`src/rtl/skey_fetch_ctrl_pkg.sv`:
```
// skey_fetch_ctrl_pkg: shared state encoding, key size derivation and null key value
package skey_fetch_ctrl_pkg;
    typedef enum logic {ST_IDLE = 1'b0, ST_RUN = 1'b1} state_t;
    localparam logic [15:0] NULL_KEY = 16'h0000;
    function automatic int key_words(input int mem_size);
        return mem_size / 2;
    endfunction
endpackage

```
`src/rtl/skey_fetch_ctrl.sv`:
```
// skey_fetch_ctrl: authorised, backpressured key ROM streamer
module skey_fetch_ctrl
    import skey_fetch_ctrl_pkg::*;
#(
    parameter int ADDR_MSB = 4,
    parameter int MEM_SIZE = 20
) (
    input  logic              mclk,
    input  logic              puc_rst,
    input  logic              start,
    input  logic              auth,
    output logic [ADDR_MSB:0] rom_addr,
    output logic              rom_cen,
    input  logic [15:0]       rom_dout,
    output logic [15:0]       key_word,
    output logic              key_valid,
    input  logic              key_ready,
    output logic              key_last,
    output logic              busy,
    output logic              done,
    output logic              err
);
    localparam int KW = key_words(MEM_SIZE);
    localparam logic [ADDR_MSB:0] LAST = (ADDR_MSB+1)'(KW-1);
    localparam logic [ADDR_MSB:0] ONE  = (ADDR_MSB+1)'(1);
    state_t            r_state, w_state_nxt;
    logic [ADDR_MSB:0] r_idx, w_idx_nxt;
    logic              r_done, r_err, w_done_nxt, w_err_nxt;
    logic              w_run, w_start_ok, w_xfer, w_at_last, w_adv;
    assign w_run      = r_state == ST_RUN;
    assign w_start_ok = !w_run & start & auth;
    assign key_valid  = w_run & auth;
    assign w_xfer     = key_valid & key_ready;
    assign w_at_last  = r_idx == LAST;
    assign w_adv      = w_xfer & !w_at_last;
    // Reads are issued only on start or on an accepted word, so a stall keeps rom_dout stable
    assign rom_cen    = !(w_start_ok | w_adv);
    assign rom_addr   = w_adv ? r_idx + ONE : '0;
    assign key_word   = key_valid ? rom_dout : NULL_KEY;
    assign key_last   = key_valid & w_at_last;
    assign busy       = w_run;
    assign done       = r_done;
    assign err        = r_err;
    always_comb begin
        w_state_nxt = r_state;
        w_idx_nxt   = r_idx;
        w_done_nxt  = 1'b0;
        w_err_nxt   = 1'b0;
        if (!w_run) begin
            w_state_nxt = w_start_ok ? ST_RUN : ST_IDLE;
            w_idx_nxt   = '0;
            w_err_nxt   = start & !auth;
        end else if (!auth) begin
            w_state_nxt = ST_IDLE;
            w_idx_nxt   = '0;
            w_err_nxt   = 1'b1;
        end else if (w_xfer) begin
            w_state_nxt = w_at_last ? ST_IDLE : ST_RUN;
            w_idx_nxt   = w_at_last ? '0 : r_idx + ONE;
            w_done_nxt  = w_at_last;
        end
    end
    always_ff @(posedge mclk) begin
        if (puc_rst) begin
            r_state <= ST_IDLE;
            r_idx   <= '0;
            r_done  <= 1'b0;
            r_err   <= 1'b0;
        end else begin
            r_state <= w_state_nxt;
            r_idx   <= w_idx_nxt;
            r_done  <= w_done_nxt;
            r_err   <= w_err_nxt;
        end
    end
endmodule

```
`config.mk`:
```
export PLATFORM = sky130hd
export DESIGN_NAME = skey_fetch_ctrl
export DESIGN_NICKNAME = d
export VERILOG_FILES = /design/src/rtl/skey_fetch_ctrl_pkg.sv /design/src/rtl/skey_fetch_ctrl.sv
export SDC_FILE = /design/constraint.sdc
export NUM_CORES = 1
export LEC_CHECK = 0
export CORE_AREA = 4 4 48 50
export CTS_CLUSTER_SIZE = 20
export DETAILED_ROUTE_END_ITERATION = 12
export DIE_AREA = 0 0 52 54
export MAX_ROUTING_LAYER = met4
export PLACE_DENSITY = 0.75
export SLEW_MARGIN = 10
export SYNTH_ARGS = -nofsm -noshare
export SYNTH_HDL_FRONTEND = slang
export SYNTH_SLANG_ARGS = --single-unit
```
`constraint.sdc`:
```
create_clock -name mclk -period 1.96 [get_ports mclk]
set_clock_uncertainty 0.2 [all_clocks]
set_input_delay 0.196 -clock mclk [delete_from_list [all_inputs] [get_ports mclk]]
set_output_delay 0.196 -clock mclk [all_outputs]
set_load 0.01 [all_outputs]
```
# == Yosys cells after proc, flatten, opt, wreduce, memory -nomap -nowiden ==
# Cells that the tools add are included.
# word_totals
output_inout_bits,27
register_bits,8
# classes
addsub,1
n_reduce_logical,6
bitwise,11
mux,10
n_eq_ne,1
# op_table
cell,count
16-bit 2-to-1 mux,1
5-bit 2-to-1 mux,2
1-bit AND,7
1-bit 2-to-1 mux,7
5-bit by 1-bit adder with 5-bit output (second input constant),1
5-bit by 4-bit equality test with 1-bit output (second input constant),1
1-bit logical NOT,4
4-bit OR reduction,1
1-bit inverter,3
3-bit OR reduction,1
1-bit OR,1

# == Depth between registers and ports, before layout ==
# logic_depth
depth_word,5
ltp_mapped,5
ltp_nobuf,5

# == Worst setup path before layout ==
# No wires, ideal clock.
# synth_path
path_kind,register -> register
start,register r_idx[1]
end,register r_idx[2]
slack_ps,451
path_stages_with_launch,6
synth_period_minus_slack_ps,1509
t_arrival_ps,1243
required_ps,1694
setup_time_ps,66
path_cell_list,dfxtp_1 inv_1 ha_1 and4bb_4 or3_1 a21oi_2
# synth_between
elab_chain_cells,2
word_cells_on_any_way,3
# synth_lines
item,line_no,source
start: declaration,skey_fetch_ctrl.sv:27,"logic [ADDR_MSB:0] r_idx, w_idx_nxt;"
start signal: assignment,skey_fetch_ctrl.sv:71,r_idx <= w_idx_nxt;
5-bit by 1-bit adder with 5-bit output / 5-bit by 4-bit equality test with 1-bit output (equally long branches),"skey_fetch_ctrl.sv:59, skey_fetch_ctrl.sv:34",
5-bit 2-to-1 mux (*),skey_fetch_ctrl.sv:59,w_idx_nxt = w_at_last ? '0 : r_idx + ONE;
# Every way passes the cells marked *; elsewhere a longest branch is shown, timed or not.
# A chain may end at the register's enable or synchronous reset.

# == Worst setup path after layout ==
# layout_path
start,input port auth
end,output port key_word[10]
# layout_between
elab_chain_cells,2
# layout_lines
item,line_no,source
start: declaration,skey_fetch_ctrl.sv:11,"input logic auth,"
1-bit AND,skey_fetch_ctrl.sv:32,assign key_valid = w_run & auth;
16-bit 2-to-1 mux,skey_fetch_ctrl.sv:39,assign key_word = key_valid ? rom_dout : NULL_KEY;
end: declaration,skey_fetch_ctrl.sv:15,"output logic [15:0] key_word,"
# Every way passes these cells.

==> results.json <==
{
  "die_area_um2": 2810,
  "grt_pass1_wl_um": 2860,
  "cpPeakStageDelay_ns": 0.53,
  "ys_warn_count": 0,
  "slew_headroom_pct": 82.9,
  "async_flop_share_pct": 0,
  "cp_slowest_cell": "clkdlybuf4s50_1",
  "vias": 738,
  "post-route-period-util_pct": 97.5,
  "layout_min_cycle_time_ns": 1.91,
  "clock_latency_ns": 0.25,
  "via_per_inst": 4.73,
  "tritoncts": "built",
  "drv_slew": 0,
  "cts_max_level": 1,
  "grt_overflow_total": 0,
  "cts.sinks": 8,
  "power_uw": 390,
  "wl_per_cell_um": 12.7,
  "synthCells": 75,
  "synth_commonest_cells": "and3_1, dfxtp_1, nor2_1",
  "numCtsBuffers": 3,
  "crit_chain": "clkdlybuf4s50_1 > buf_6 > and3_1 > clkdlybuf4s50_1",
  "hold_class": "primary input to register",
  "die_h_um": 54,
  "grt_pass1_vias": 626,
  "synthTopCellsByArea": "dfxtp_1, and3_1, nor2_1",
  "tns_ns": 0,
  "startpoint_type": "primary input",
  "synth_ff_type": "dfxtp_1",
  "dp_hpwl_um": 1560,
  "endpoint_kind": "output pin",
  "syn2layout_area_growth_pct": 106,
  "drc_errors": 0,
  "cts-root-buf": "clkbuf_4",
  "clkPwrFrac_pct": 31.6,
  "yosysUniqueCellTypes": 26,
  "synth-seq-area-share_pct": 28.1,
  "fmax_ghz": 0.524,
  "drive_gt1_share_pct": 16.3,
  "fin_nets": 154,
  "max-cap-violations": 0,
  "synth.most_common_cell": "and3_1",
  "wirelength_um": 1980,
  "ctsLongestPathBuffers": 2,
  "synth-edff-count": 0,
  "p_sw_uw": 88.8,
  "diodes": 0,
  "p_comb_share_pct": 25.9,
  "finalSetupViolations": 0,
  "io_pins": 48,
  "dp_slack_ns": -0.0925,
  "antenna_left": 0,
  "synth_nets": 98,
  "crit_type": "primary input to output pin",
  "grt_use_total_pct": 13.9,
  "crit_path_max_fanout": 16,
  "grt_max_degree": 23,
  "synth_top_area_share_pct": 28.1,
  "power_frac_seq_pct": 42.6,
  "yosysTopAreaCell": "dfxtp_1",
  "antenna_found_initial": 0,
  "p_leak_uw": 0.000721,
  "firstDrtPassIters": 2,
  "ys_ff_latch": 8,
  "irDropWorstVdd_mv": 0.321,
  "cp.required_ns": 1.56,
  "p_per_area_nw_per_um2": 332,
  "status": "finished, final reports clean",
  "core_area_um2": 1900,
  "rows": 16,
  "cp.arrival_ns": 1.51,
  "dieWidth_um": 52,
  "hold_viol": 0,
  "utilization_pct": 61.8,
  "routabilityCongestion": 0.807,
  "avgSynthCellArea_um2": 7.59,
  "clk_pin_slew_ns": 0.05,
  "start_util_pct": 29.9,
  "port_buffers": 47,
  "worstMarginPinSlew_ns": 0.256,
  "drtIter0Drc": 7,
  "worst_path_most_repeated_cell": "clkdlybuf4s50_1",
  "fin_ws_ns": 0.0499,
  "switching_share_pct": 22.8,
  "internal_power_uw": 301,
  "syn-cell-area_um2": 569
}
[layout make-up]
| class | count | area [um2] |
|---|---|---|
| flip-flops and latches | 8 | 163 |
| well taps | 27 | 33.8 |
| inverters | 3 | 11.3 |
| multi-input cells | 58 | 379 |
| repair buffers | 57 | 566 |
| clock buffers | 3 | 22.5 |
| fillers | 168 | 727 |
[per-layer routing]
metal	global-route usage (%)	share of wire, %	vias up
met1	15.7	44	317
met2	22.4	40	45
met4	7.86	1.3	0
li1	-	-	374
met3	3.60	15	2
met5	-	0	-
[cells by family after synthesis]
logic type	after synthesis	share of synthesized area (%)
AOI/OAI and AO/OA	8	9.89
xor gates and xnor gates	4	6.15
adders and majority gates	2	4.39
buffers and inverters	9	6.59
DFF	8	28.1
and+or+nand+nor	44	44.8
[metrics by stage]
stage               cell area, um2  hold WS (ns)  std cells
floorplan                      569        0.0728         75
global placement              1110         0.361        151
detailed placement            1110         0.377        151
CTS                           1130         0.318        154
global route                  1170         0.330        156
finish                        1170         0.315        156
[critical path, delay by kind of cell]
kind	cells	cell delay, ns
buf+inv	3	1.17
simple gates	1	0.15
[cells in the final DEF (no fill, tap or decap), types with 6 or more instances in the layout]
master / instances
dlymetal6s2s_1: 12
clkdlybuf4s50_1: 27
and3_1: 17
nand2_1: 6
buf_4: 9
nor2_1: 7
dfxtp_1: 6
[power by group through the flow]
stage	clock (uW)	sequential, uW	combinational [uW]
after global placement	0	169	98.0
after floorplan	0	171	27.4
after global routing	135	166	109
final	123	166	101
after CTS	126	166	99.4
after detailed placement	0	169	99.2
[repair_timing]
action	4_1_cts	5_1_grt
resized for setup	11	21
buffers inserted	0	2
endpoints found under the setup margin	10	23
hold buffers	0	0
gates cloned	0	0
[registers in the layout, indices dropped and copies added, names as in the netlist]
signal and flops:
done 1, r_idx 5, busy 1, err 1
[path summary, 6_finish.rpt]
| kind | start | end | slack, ns | cells after the start |
|---|---|---|---|---|
| setup reg to reg | r_idx[1] | r_idx[2] | 0.46 | 5 |
| hold reg to reg | r_idx[2] | r_idx[2] | 0.34 | 2 |
| hold / removal | puc_rst | err | 0.31 | 2 |
| setup / recovery | auth | key_word[10] | 0.05 | 4 |
Power figures use the tool's default switching activity.
